**config.mk**
```make
export PLATFORM = sky130hd
export DESIGN_NAME = jk_excitation_driver
export DESIGN_NICKNAME = d
export VERILOG_FILES = /design/src/rtl/jk_pkg.sv /design/src/rtl/jk_tgt_fifo.sv /design/src/rtl/jk_excitation_driver.sv
export SDC_FILE = /design/constraint.sdc
export NUM_CORES = 1
export LEC_CHECK = 0
export ABC_AREA = 1
export BUFFER_PORTS_ARGS = -buffer_cell sky130_fd_sc_hd__buf_2
export CORE_MARGIN = 2
export CORE_UTILIZATION = 25
export CTS_BUF_LIST = sky130_fd_sc_hd__clkbuf_8
export DETAILED_ROUTE_END_ITERATION = 8
export PLACE_DENSITY = 0.45
export SLEW_MARGIN = 20
export SYNTH_ARGS = -nofsm -noshare
export SYNTH_HDL_FRONTEND = slang
export SYNTH_SLANG_ARGS = --single-unit
```
**constraint.sdc**
```tcl
create_clock -name clk -period 2.6 [get_ports clk]
set_input_delay 0.52 -clock clk [delete_from_list [all_inputs] [get_ports clk]]
set_output_delay 0.52 -clock clk [all_outputs]
set_load 0.02 [all_outputs]
```
**src/rtl/jk_pkg.sv**
```systemverilog
// Shared definitions for the JK excitation driver.
//   jk_state_t : controller states (IDLE, DRIVE, CHECK)
//   jk_pair_t  : 2-bit excitation pair, packed as {J, K}
//   jk_excite  : per-bit excitation that moves a JK flip-flop from S to T
package jk_pkg;

  typedef enum logic [1:0] {
    ST_IDLE  = 2'd0,
    ST_DRIVE = 2'd1,
    ST_CHECK = 2'd2
  } jk_state_t;

  // Encoded as {J, K}. TOGGLE exists only to name the pair; it is never issued.
  typedef enum logic [1:0] {
    EXC_HOLD   = 2'b00,
    EXC_RESET  = 2'b01,
    EXC_SET    = 2'b10,
    EXC_TOGGLE = 2'b11
  } jk_pair_t;

  // Equal S/T always holds (00), never toggles, so J&K can never both be 1.
  function automatic jk_pair_t jk_excite(input logic s, input logic t);
    jk_pair_t p;
    case ({s, t})
      2'b01:   p = EXC_SET;
      2'b10:   p = EXC_RESET;
      default: p = EXC_HOLD;
    endcase
    return p;
  endfunction

endpackage

```
**src/rtl/jk_tgt_fifo.sv**
```systemverilog
// Target-word FIFO feeding the JK excitation controller.
// Ports:
//   clk, rst_n      : clock, asynchronous active-low reset (empties the FIFO)
//   push, push_data : write request and word; ignored while full
//   pop             : read request; ignored while empty
//   head            : word at the read pointer (valid when !empty)
//   empty, full     : occupancy flags from registered pointers
// DEPTH must be a power of two and at least 2.
module jk_tgt_fifo
  import jk_pkg::*;
#(
  parameter int WIDTH = 4,
  parameter int DEPTH = 4
) (
  input  logic             clk,
  input  logic             rst_n,
  input  logic             push,
  input  logic [WIDTH-1:0] push_data,
  input  logic             pop,
  output logic [WIDTH-1:0] head,
  output logic             empty,
  output logic             full
);

  localparam int AW = $clog2(DEPTH);
  localparam logic [AW:0] PTR_ONE = {{AW{1'b0}}, 1'b1};

  logic [WIDTH-1:0] mem [DEPTH];
  logic [AW:0]      wr_ptr;
  logic [AW:0]      rd_ptr;
  logic             do_push;
  logic             do_pop;

  // Pointers carry one extra wrap bit so full and empty are distinguishable.
  assign empty   = (wr_ptr == rd_ptr);
  assign full    = (wr_ptr[AW] != rd_ptr[AW]) && (wr_ptr[AW-1:0] == rd_ptr[AW-1:0]);
  assign do_push = push && !full;
  assign do_pop  = pop && !empty;
  assign head    = mem[rd_ptr[AW-1:0]];

  // Storage and pointer update; a word written this edge is readable next cycle.
  always_ff @(posedge clk or negedge rst_n) begin
    if (!rst_n) begin
      wr_ptr <= {(AW + 1){1'b0}};
      rd_ptr <= {(AW + 1){1'b0}};
      for (int i = 0; i < DEPTH; i++) begin
        mem[i] <= {WIDTH{1'b0}};
      end
    end else begin
      if (do_push) begin
        mem[wr_ptr[AW-1:0]] <= push_data;
        wr_ptr              <= wr_ptr + PTR_ONE;
      end
      if (do_pop) begin
        rd_ptr <= rd_ptr + PTR_ONE;
      end
    end
  end

endmodule

```
**src/rtl/jk_excitation_driver.sv**
```systemverilog
// Converts a stream of requested JK-bank states into J/K excitation commands.
// Each word is issued for one DRIVE cycle, then verified against the bank
// feedback in a CHECK cycle.
// Ports:
//   clk, rst_n          : clock, asynchronous active-low reset
//   tgt_valid/tgt_data  : offered target word
//   tgt_ready           : FIFO not full
//   j_out, k_out        : registered excitation, non-zero only in DRIVE
//   jk_strobe           : high for the single DRIVE cycle of each word
//   q_fb                : feedback from the driven JK bank
//   busy                : controller active or words still buffered
//   mismatch            : sticky feedback error flag
//   xfer_cnt            : completed words, modulo 2^16
module jk_excitation_driver
  import jk_pkg::*;
#(
  parameter int WIDTH = 4,
  parameter int DEPTH = 4
) (
  input  logic             clk,
  input  logic             rst_n,
  input  logic             tgt_valid,
  input  logic [WIDTH-1:0] tgt_data,
  output logic             tgt_ready,
  output logic [WIDTH-1:0] j_out,
  output logic [WIDTH-1:0] k_out,
  output logic             jk_strobe,
  input  logic [WIDTH-1:0] q_fb,
  output logic             busy,
  output logic             mismatch,
  output logic [15:0]      xfer_cnt
);

  jk_state_t        state;
  logic [WIDTH-1:0] target;
  logic [WIDTH-1:0] shadow;
  logic [15:0]      cnt;
  logic             fifo_empty;
  logic             fifo_full;
  logic [WIDTH-1:0] fifo_head;
  logic             start_word;
  logic [WIDTH-1:0] j_next;
  logic [WIDTH-1:0] k_next;
  jk_pair_t         pair;

  jk_tgt_fifo #(
    .WIDTH(WIDTH),
    .DEPTH(DEPTH)
  ) u_fifo (
    .clk       (clk),
    .rst_n     (rst_n),
    .push      (tgt_valid && tgt_ready),
    .push_data (tgt_data),
    .pop       (start_word),
    .head      (fifo_head),
    .empty     (fifo_empty),
    .full      (fifo_full)
  );

  assign tgt_ready = !fifo_full;
  assign busy      = (state != ST_IDLE) || !fifo_empty;
  assign xfer_cnt  = cnt;

  // A new word is taken from IDLE or straight out of CHECK, giving 2 cycles per word.
  always_comb begin
    start_word = 1'b0;
    case (state)
      ST_IDLE:  start_word = !fifo_empty;
      ST_CHECK: start_word = !fifo_empty;
      default:  start_word = 1'b0;
    endcase
  end

  // Excitation for the FIFO head; shadow already holds the bank state when a word starts.
  always_comb begin
    j_next = {WIDTH{1'b0}};
    k_next = {WIDTH{1'b0}};
    pair   = EXC_HOLD;
    for (int i = 0; i < WIDTH; i++) begin
      pair                 = jk_excite(shadow[i], fifo_head[i]);
      {j_next[i], k_next[i]} = pair;
    end
  end

  // Controller: outputs are registered so the command lines up with the DRIVE state.
  always_ff @(posedge clk or negedge rst_n) begin
    if (!rst_n) begin
      state     <= ST_IDLE;
      target    <= {WIDTH{1'b0}};
      shadow    <= {WIDTH{1'b0}};
      j_out     <= {WIDTH{1'b0}};
      k_out     <= {WIDTH{1'b0}};
      jk_strobe <= 1'b0;
      mismatch  <= 1'b0;
      cnt       <= 16'd0;
    end else begin
      case (state)
        ST_IDLE: begin
          if (start_word) begin
            state     <= ST_DRIVE;
            target    <= fifo_head;
            j_out     <= j_next;
            k_out     <= k_next;
            jk_strobe <= 1'b1;
          end else begin
            j_out     <= {WIDTH{1'b0}};
            k_out     <= {WIDTH{1'b0}};
            jk_strobe <= 1'b0;
          end
        end
        ST_DRIVE: begin
          state     <= ST_CHECK;
          shadow    <= target;
          j_out     <= {WIDTH{1'b0}};
          k_out     <= {WIDTH{1'b0}};
          jk_strobe <= 1'b0;
        end
        ST_CHECK: begin
          if (q_fb != shadow) begin
            mismatch <= 1'b1;
          end
          cnt <= cnt + 16'd1;
          if (start_word) begin
            state     <= ST_DRIVE;
            target    <= fifo_head;
            j_out     <= j_next;
            k_out     <= k_next;
            jk_strobe <= 1'b1;
          end else begin
            state     <= ST_IDLE;
            j_out     <= {WIDTH{1'b0}};
            k_out     <= {WIDTH{1'b0}};
            jk_strobe <= 1'b0;
          end
        end
        default: begin
          state     <= ST_IDLE;
          j_out     <= {WIDTH{1'b0}};
          k_out     <= {WIDTH{1'b0}};
          jk_strobe <= 1'b0;
        end
      endcase
    end
  end

endmodule
```
==> metrics, run 1 <==
Crit Reg-Reg Startpoint=u_fifo.rd_ptr[0]$_DFFE_PN0P_; Post-Synthesis Mean Instance Area=9.09 um^2; violation count after the first detailed-route iteration=70; mapped cell area=2750 um^2; Root Buffer=sky130_fd_sc_hd__clkbuf_8; Antenna Nets Post-Route=0; sequential area share after synthesis=52.7%; TritonCTS Sinks=58; setup TNS after final layout=0 ps; via count of the first global-routing pass=2109; clk slew on worst S/H paths=70 ps; number of enable-type register cells in the synthesized netlist=0; layout cell share with drive strength beyond 1=22.0%; number of distinct standard cells referenced by the synthesized netlist=26; met2 WL=2610 um; Bufs on Longest Clock Path=2; TritonCTS clock tree=done; count of TritonRoute iterations in the first routing pass=4; post-route clock period utilization=79.7%; PostCTS Resize Cnt=0; number of antenna violations at the first check in global routing=0; routed length per instance=12.2 um; number of setup violations in the final report=0; endpoint type of the worst setup path=output port; grt ovf=0; Die ar.=11900 um^2; global-route total usage across every layer=11.4%; Max FO, Critical Path=12; cell count of the worst reg-to-reg path=6; met3 wire length=378 um; vias per cell=4.25; Synth area leader=sky130_fd_sc_hd__dfrtp_1; Area Overhead vs Synth=18.6%; setup skew after layout=8.63 ps; layout net count=364; number of hold violations in the final report=0; setup repair after global routing missed its margin=false; run status=completed; largest net degree at the start of global routing=26; Synth top area share=52.7%; total of warnings raised by yosys=0; nature of the critical path startpoint=register; flop and latch count out of synthesis=58; predominant post-synthesis flop cell=sky130_fd_sc_hd__dfrtp_1; final-report max-slew violation count=0; placeable core area=10800 um^2; critical path data required time=2080 ps; highest routing layer actually used=met4; post-synthesis cell count=303; Worst R2R Setup Slack=990 ps; arrival time of the worst setup path=1550 ps; worst setup path endpoint=tgt_ready; Ports=39; drt drc=0; Antenna diodes=0; detailed-placement wirelength estimate=4430 um; Post CTS Setup Buffer Count=0; top area cells in the synthesized netlist=sky130_fd_sc_hd__dfrtp_1, sky130_fd_sc_hd__nand2_1, sky130_fd_sc_hd__nand4_1; crit path cell chain=xnor2_2, nand3_2, buf_2; Post-synth top cells=sky130_fd_sc_hd__nand2_1, sky130_fd_sc_hd__dfrtp_1, sky130_fd_sc_hd__nand3_1; total of fill cells in the finished design=1129; horizontal die dimension=109 um; # rows=38; reported leakage power=1.66 nW; finished layout cell area=3270 um^2; top-count cell post-synth=sky130_fd_sc_hd__nand2_1; starting density of the core=25.5%; worst-skew pair later-pin latency=340 ps; Least-Margin Pin Slew=558 ps; clock buffer count from CTS=9; Port-buffer cells=38; placed standard-cell area=3090 um^2; worst hold path type=in -> async; worst reg2reg endpoint=u_fifo.mem[15]$_DFFE_PN0P_; max-cap viol count=0; worst IR drop on VDD=0.366 mV; final total power=3.81 mW; routability congestion estimate from global placement=0.769; fraction of registers with async set/reset=100%; die height=109 um; Worst setup startpoint=u_fifo.rd_ptr[0]$_DFFE_PN0P_; wire length of the first global-routing pass=10300 um; library cell contributing the largest single delay on the critical path=sky130_fd_sc_hd__dfrtp_1; delay contributed by the slowest stage of the critical path=520 ps; Pwr Density=1170 nW/um^2; total wire length=5990 um; Worst Hold Slack=164 ps; routed metal-1 wirelength=2920 um; CTS HTree Levels=3; min cycle time layout=2070 ps; Worst slew margin=62.8%; worst setup path class=reg -> out; total vias in the final route=2084; net count after synthesis=320; number of hold-repair buffers added at the cts stage=0; Fmax=483 MHz
## worst min-delay path by stage
stage,from,end,slack [ps],cells past startpoint
2_1_floorplan,rst_n,j_out[0]$_DFF_PN0_,220,0
3_3_place_gp,mismatch$_DFFE_PN0P_,mismatch$_DFFE_PN0P_,460,2
3_5_place_dp,u_fifo.mem[10]$_DFFE_PN0P_,u_fifo.mem[10]$_DFFE_PN0P_,460,2
4_1_cts,rst_n,xfer_cnt[8]$_DFFE_PN0P_,160,1
5_1_grt,rst_n,xfer_cnt[5]$_DFFE_PN0P_,190,1
6_report,rst_n,xfer_cnt[7]$_DFFE_PN0P_,160,1
## critical path, delay by kind of cell (launching register included)
| family | cells | cell delay, ps |
|---|---|---|
| DFF | 1 | 520 |
| buffers and inverters | 1 | 230 |
| and+or+nand+nor | 1 | 230 |
| xor gates and xnor gates | 1 | 240 |
## cell families (layout without fill, tap and decap cells)
logic type	Yosys count	after routing	share of synthesized area (%)
simple gates	182	182	30.8
buf+inv	29	76	5.36
flops	58	58	52.7
xor+xnor	20	20	6.91
compound gates	8	8	1.45
fa+ha+maj	6	6	2.73
## per-layer routing
metal	vias up	GRT usage [%]
li1	1062	-
met1	967	14.6
met2	46	17.5
met3	9	4.42
met4	0	3.94
met5	-	0
## state kept, by name (all words and copies together) (netlist names), 2 cells and up
register and cells:
j_out 4, k_out 4, shadow 4, state 2, target 4, u_fifo.mem 16
u_fifo.rd_ptr 3, u_fifo.wr_ptr 3, xfer_cnt 16
## cell type report
cell class | instances | area (um^2) | area share, %
multi-input combinational | 216 | 1150 | 35.4
clock inverter | 2 | 12.5 | 0.383
tap | 140 | 175 | 5.36
clock buffer | 12 | 165 | 5.06
sequential | 58 | 1450 | 44.4
inverter | 20 | 75.1 | 2.30
timing repair buffer | 42 | 233 | 7.12
## metrics by stage
stage	cells	utilization [%]	setup WS (ps)
3_5_place_dp	476	28.6	865
2_1_floorplan	303	-	887
5_1_grt	490	30.3	413
6_report	490	30.3	529
3_3_place_gp	476	28.6	890
4_1_cts	490	30.3	497
## cells in the final DEF (no fill, tap or decap), types with 2 or more instances in the layout
cell type	netlist	layout
sky130_fd_sc_hd__buf_2	1	38
sky130_fd_sc_hd__buf_4	2	3
sky130_fd_sc_hd__clkbuf_8	0	12
sky130_fd_sc_hd__dfrtp_1	58	58
sky130_fd_sc_hd__ha_1	6	6
sky130_fd_sc_hd__inv_1	17	17
sky130_fd_sc_hd__inv_2	3	3
sky130_fd_sc_hd__nand2_1	108	108
sky130_fd_sc_hd__nand2_2	3	3
sky130_fd_sc_hd__nand3_1	21	21
sky130_fd_sc_hd__nand3_2	3	3
sky130_fd_sc_hd__nand3b_1	2	2
sky130_fd_sc_hd__nand4_1	19	19
sky130_fd_sc_hd__nor2_1	14	14
sky130_fd_sc_hd__nor2_2	4	4
sky130_fd_sc_hd__nor3_1	2	2
sky130_fd_sc_hd__nor3_2	4	4
sky130_fd_sc_hd__o21ai_0	3	3
sky130_fd_sc_hd__o21ai_1	5	5
sky130_fd_sc_hd__xnor2_1	11	11
sky130_fd_sc_hd__xnor2_2	2	2
sky130_fd_sc_hd__xor2_1	7	7
## where the power goes
| part | internal, mW | switching [mW] |
|---|---|---|
| clock | 0.411 | 0.350 |
| sequential | 1.23 | 0.306 |
| combinational | 0.556 | 0.958 |
| total | 2.20 | 1.61 |
No activity file was read; power rests on OpenSTA's default activity.
==> inputs of run 2 (changes only) <==
- clock period: 2.6 -> 2.2 ns (I/O delays scaled with it)
==> run 2 against run 1 <==
  * Core utilization rose by 0.54 points
  * Non-clock buffer count rose by 1
  * Combinational power rose by 19%
  * Sequential power rose by 18%
  * Clock skew rose by 3.6 ps
  * Register-to-register slack got worse by 430 ps
  * First-iteration DRC count rose by 5.7%
  * Die area did not move
  * Global-route usage fell by 0.35 points
  * Critical path depth did not move
  * Clock power rose by 47%
  * Sequential share of layout area fell by 0.79 points
==> metrics, run 2 (synthesis results as in run 1) <==
violation count after the first detailed-route iteration=74 (+5.7%); Die ar.=11900 um^2 (unchanged); number of antenna violations at the first check in global routing=0 (unchanged); setup skew after layout=12.3 ps (+3.65 ps); drt drc=0 (unchanged); worst-skew pair later-pin latency=340 ps (about the same); total of fill cells in the finished design=1132 (+0.27%); arrival time of the worst setup path=1620 ps (+70 ps); worst setup path class=reg -> out; placeable core area=10800 um^2 (unchanged); PostCTS Resize Cnt=0 (unchanged); cell count of the worst reg-to-reg path=6 (unchanged); min cycle time layout=2060 ps; share of total power in the clock network=23.7% (+3.7 points); TritonCTS clock tree=done; detailed-placement wirelength estimate=4300 um (-2.9%); clock buffer count from CTS=9 (unchanged); Post CTS Setup Buffer Count=0 (unchanged); combined area of the multi-input logic cells=1150 um^2 (unchanged); Ports=39 (unchanged); setup TNS after final layout=0 ps (unchanged); wire length of the first global-routing pass=9870 um (-4.0%); Final Instance Count excl. Fillers=493 (+0.61%); setup repair after global routing missed its margin=false; reported leakage power=1.70 nW (+2.1%); final-report max-slew violation count=0 (unchanged); layout net count=365 (+0.27%); Fmax=486 MHz; combinational share of power=37.9% (-1.8 points); Antenna Nets Post-Route=0 (unchanged); relative contribution of sequential cells to total power=38.4% (-1.9 points); clk slew on worst S/H paths=70 ps (about the same); dpl cells=477 (+0.21%); Worst setup startpoint=u_fifo.rd_ptr[0]$_DFFE_PN0P_; Worst slew margin=64.7% (+1.8 points); largest net degree at the start of global routing=27 (+3.8%); Int Power=2.81 mW (+28%); starting density of the core=25.5% (unchanged); Pwr Density=1420 nW/um^2 (+22%); nature of the critical path startpoint=register; total wire length=5840 um (-2.5%); number of hold-repair buffers added at the cts stage=0 (unchanged); Crit Reg-Reg Startpoint=u_fifo.rd_ptr[0]$_DFFE_PN0P_; most frequent cells in the layout=sky130_fd_sc_hd__nand2_1, sky130_fd_sc_hd__dfrtp_1, sky130_fd_sc_hd__buf_2; global-route total usage across every layer=11.0% (-0.35 points); CTS HTree Levels=3 (unchanged); worst reg2reg endpoint=u_fifo.mem[0]$_DFFE_PN0P_; grt ovf=0 (unchanged); Antenna diodes=0 (unchanged); number of setup violations in the final report=0 (unchanged); Bufs on Longest Clock Path=2 (unchanged); total vias in the final route=2070 (-0.67%); Max FO, Critical Path=12 (unchanged); die height=109 um (unchanged); layout cell share with drive strength beyond 1=22.4% (+0.38 points); via count of the first global-routing pass=2109 (unchanged); worst hold path type=in -> async; routability congestion estimate from global placement=0.799 (+4.0%); max-cap viol count=0 (unchanged); Root Buffer=sky130_fd_sc_hd__clkbuf_8; critical path data required time=1760 ps (-320 ps); Port-buffer cells=38 (unchanged); Least-Margin Pin Slew=530 ps (-27.5 ps); Switching Share=40.4% (-2.0 points); number of hold violations in the final report=0 (unchanged); vias per cell=4.20 (-1.3%); Area Overhead vs Synth=20.8%; TritonCTS Sinks=58 (unchanged); Net Sw Power=1.90 mW (+18%); horizontal die dimension=109 um (unchanged); Worst R2R Setup Slack=560 ps (-430 ps); post-route clock period utilization=93.6%; worst IR drop on VDD=0.635 mV (+74%); run status=completed; register cell area after layout=1450 um^2 (unchanged); routed length per instance=11.8 um (-3.1%); endpoint type of the worst setup path=output port; count of TritonRoute iterations in the first routing pass=6 (+2); leading cell type in the layout, fill and taps excluded=sky130_fd_sc_hd__nand2_1; # rows=38 (unchanged)
[run 2: metrics by stage]
step | util, % | power [mW] | instance area, um^2 | setup slack [ps] | hold WS (ps)
after floorplan | - | 3.22 | 2750 | 567 | 144
after global placement | 28.7 | 3.63 | 3100 | 534 | 454
after detailed placement | 28.7 | 3.65 | 3100 | 491 | 454
after CTS | 30.8 | 4.81 | 3330 | 105 | 63.4
after global routing | 30.8 | 5.15 | 3330 | 19.2 | 82.1
final | 30.8 | 4.72 | 3330 | 142 | 68.5
[run 2: worst max-delay path, stage by stage (launching register included)]
cell and delay [ps]:
sky130_fd_sc_hd__dfrtp_1 520, sky130_fd_sc_hd__xnor2_2 250, sky130_fd_sc_hd__nand3_2 260, sky130_fd_sc_hd__buf_2 250
[run 2: final cells by class]
cell class | count | share of cell area (%)
clock buffer | 11 | 4.55
multi-input combinational | 216 | 34.7
clock inverter | 5 | 2.33
timing repair buffer | 43 | 7.22
inverter | 20 | 2.26
tap | 140 | 5.27
sequential | 58 | 43.6
[run 2: per-layer routing]
layer	vias to the layer above	track usage (%)	part of all wire [%]
met2	36	16.6	43
met3	13	3.83	4.6
met1	952	14.2	50
met4	0	5.13	1.9
met5	-	0	0
li1	1069	-	-
[run 2: how the worst max path moves through the flow]
stage          depth (start not counted)        end
4_1_cts                                3  tgt_ready
5_1_grt                                3  tgt_ready
6_report                               3  tgt_ready
3_5_place_dp                           3  tgt_ready
3_3_place_gp                           3  tgt_ready
2_1_floorplan                          6       busy
[run 2: power groups by stage]
stage | clock, mW | combinational [mW] | sequential (mW)
finish | 1.12 | 1.79 | 1.81
global route | 1.20 | 2.07 | 1.88
CTS | 1.16 | 1.83 | 1.82
detailed placement | 0 | 1.82 | 1.84
global placement | 0 | 1.80 | 1.83
floorplan | 0 | 1.39 | 1.84
==> inputs of run 3 (changes only) <==
- clock period: 2.2 -> 2.61 ns (I/O delays scaled with it)
==> run 3 against run 2 <==
  * First-iteration DRC count grew 24%
  * Design area shrank 1.7%
  * Core utilization is 0.53 points lower
  * Register-to-register slack better by 430 ps
  * Combinational power down 16%
  * Worst setup slack better by 360 ps
  * Clock power fell by 33%
  * Sequential power is 15% lower
  * Critical path depth did not move
  * Clock skew is 3.8 ps lower
==> metrics, run 3 (synthesis results as in run 1) <==
PostCTS Resize Cnt=0 (unchanged); largest net degree at the start of global routing=26 (-3.7%); max-cap viol count=0 (unchanged); worst hold path type=in -> async; met2 demand-to-capacity share in global routing=17.4% (+0.80 points); Area Overhead vs Synth=18.7%; setup repair after global routing missed its margin=false; worst IR drop on VDD=0.331 mV (-48%); TritonCTS clock tree=done; Antenna Nets Post-Route=0 (unchanged); nature of the critical path startpoint=register; clk slew on worst S/H paths=80 ps (about the same); setup skew after layout=8.53 ps (-3.75 ps); worst setup path class=reg -> out; Die ar.=11900 um^2 (unchanged); relative contribution of sequential cells to total power=40.4% (+2.0 points); via count of the first global-routing pass=2129 (+0.95%); Bufs on Longest Clock Path=2 (unchanged); total vias in the final route=2072 (+0.097%); clock buffer count from CTS=9 (unchanged); grt ovf=0 (unchanged); routability congestion estimate from global placement=0.764 (-4.5%); detailed-placement wirelength estimate=4430 um (+3.1%); Root Buffer=sky130_fd_sc_hd__clkbuf_8; Max FO, Critical Path=12 (unchanged); register cell area after layout=1450 um^2 (unchanged); Post CTS Setup Buffer Count=0 (unchanged); Pwr Density=1160 nW/um^2 (-18%); finished layout cell area=3270 um^2 (-1.7%); violation count after the first detailed-route iteration=92 (+24%); # rows=38 (unchanged); combinational share of power=39.7% (+1.8 points); number of antenna violations at the first check in global routing=0 (unchanged); die height=109 um (unchanged); global route hottest layer=met2; met1 Resource Use GR=14.8% (+0.61 points); leading cell type in the layout, fill and taps excluded=sky130_fd_sc_hd__nand2_1; number of hold-repair buffers added at the cts stage=0 (unchanged); wire length of the first global-routing pass=10300 um (+3.8%); total wire length=5970 um (+2.2%); Antenna diodes=0 (unchanged); Int Power=2.15 mW (-24%); arrival time of the worst setup path=1580 ps (-40 ps); worst-skew pair later-pin latency=340 ps (about the same); min cycle time layout=2100 ps; TritonCTS Sinks=58 (unchanged); post-route clock period utilization=80.6%; most frequent cells in the layout=sky130_fd_sc_hd__nand2_1, sky130_fd_sc_hd__dfrtp_1, sky130_fd_sc_hd__buf_2; combined area of the multi-input logic cells=1150 um^2 (unchanged); drt drc=0 (unchanged); Fmax=475 MHz; number of hold violations in the final report=0 (unchanged); share of total power in the clock network=19.9% (-3.8 points); layout cell share with drive strength beyond 1=22.4% (+0.064 points); vias per cell=4.21 (+0.30%); placeable core area=10800 um^2 (unchanged); critical path data required time=2090 ps (+330 ps); Port-buffer cells=38 (unchanged); layout net count=364 (-0.27%); count of TritonRoute iterations in the first routing pass=4 (-2); horizontal die dimension=109 um (unchanged); reported leakage power=1.65 nW (-2.4%); Least-Margin Pin Slew=538 ps (+8.23 ps); fraction of met3 tracks used by global routing=3.11% (-0.72 points); Switching Share=43.4% (+3.0 points); Ports=39 (unchanged); total of fill cells in the finished design=1159 (+2.4%); starting density of the core=25.5% (unchanged); placed standard-cell area=3090 um^2 (-0.24%); global-route total usage across every layer=11.4% (+0.38 points); number of setup violations in the final report=0 (unchanged); endpoint type of the worst setup path=output port; routed length per instance=12.1 um (+2.4%); final-report max-slew violation count=0 (unchanged); run status=completed; Worst slew margin=64.1% (-0.55 points); Worst R2R Setup Slack=990 ps (+430 ps); final total power=3.79 mW (-20%); setup TNS after final layout=0 ps (unchanged); Net Sw Power=1.64 mW (-14%); CTS HTree Levels=3 (unchanged)
==> run 3: routing by layer <==
layer	wire length (um)	vias to the layer above	part of all wire, %
met5	0	-	0
met1	2940	963	49
li1	-	1063	-
met2	2680	38	45
met3	244	8	4.1
met4	97	0	1.6
==> run 3: worst paths after layout <==
check	startpoint	depth (start not counted)	endpoint
max	u_fifo.rd_ptr[0]$_DFFE_PN0P_	3	tgt_ready
min	rst_n	1	xfer_cnt[7]$_DFFE_PN0P_
max reg2reg	u_fifo.rd_ptr[0]$_DFFE_PN0P_	6	u_fifo.mem[8]$_DFFE_PN0P_
min reg2reg	target[0]$_DFFE_PN0P_	2	shadow[0]$_DFFE_PN0N_
max in group asynchronous	rst_n	2	u_fifo.mem[9]$_DFFE_PN0P_
min in group clk	tgt_data[0]	3	u_fifo.mem[12]$_DFFE_PN0P_
==> run 3: metrics by stage <==
step / setup WS (ps) / instances / utilization, % / hold WS [ps]
floorplan: 895 / 303 / - / 226
global placement: 899 / 476 / 28.6 / 459
detailed placement: 863 / 476 / 28.6 / 461
CTS: 491 / 492 / 30.3 / 155
global route: 388 / 492 / 30.3 / 184
finish: 507 / 492 / 30.3 / 152
==> run 3: cell type report <==
type	instances	share of cell area, %
flip-flops and latches	58	44.4
multi-input cells	216	35.3
repair buffers	42	7.12
well taps	140	5.36
clock buffers	10	4.21
inverters	20	2.30
clock inverters	6	1.26
==> run 3: critical path, cell delays in order (launching register included) <==
cell and delay, ps:
sky130_fd_sc_hd__dfrtp_1 530, sky130_fd_sc_hd__xnor2_2 240, sky130_fd_sc_hd__nand3_2 240, sky130_fd_sc_hd__buf_2 240
==> run 3: power by group through the flow <==
| stage | sequential, mW | clock (mW) | combinational, mW |
|---|---|---|---|
| after floorplan | 1.55 | 0 | 1.17 |
| after global placement | 1.54 | 0 | 1.51 |
| after detailed placement | 1.55 | 0 | 1.53 |
| after CTS | 1.53 | 0.787 | 1.54 |
| after global routing | 1.58 | 0.824 | 1.74 |
| final | 1.53 | 0.755 | 1.50 |
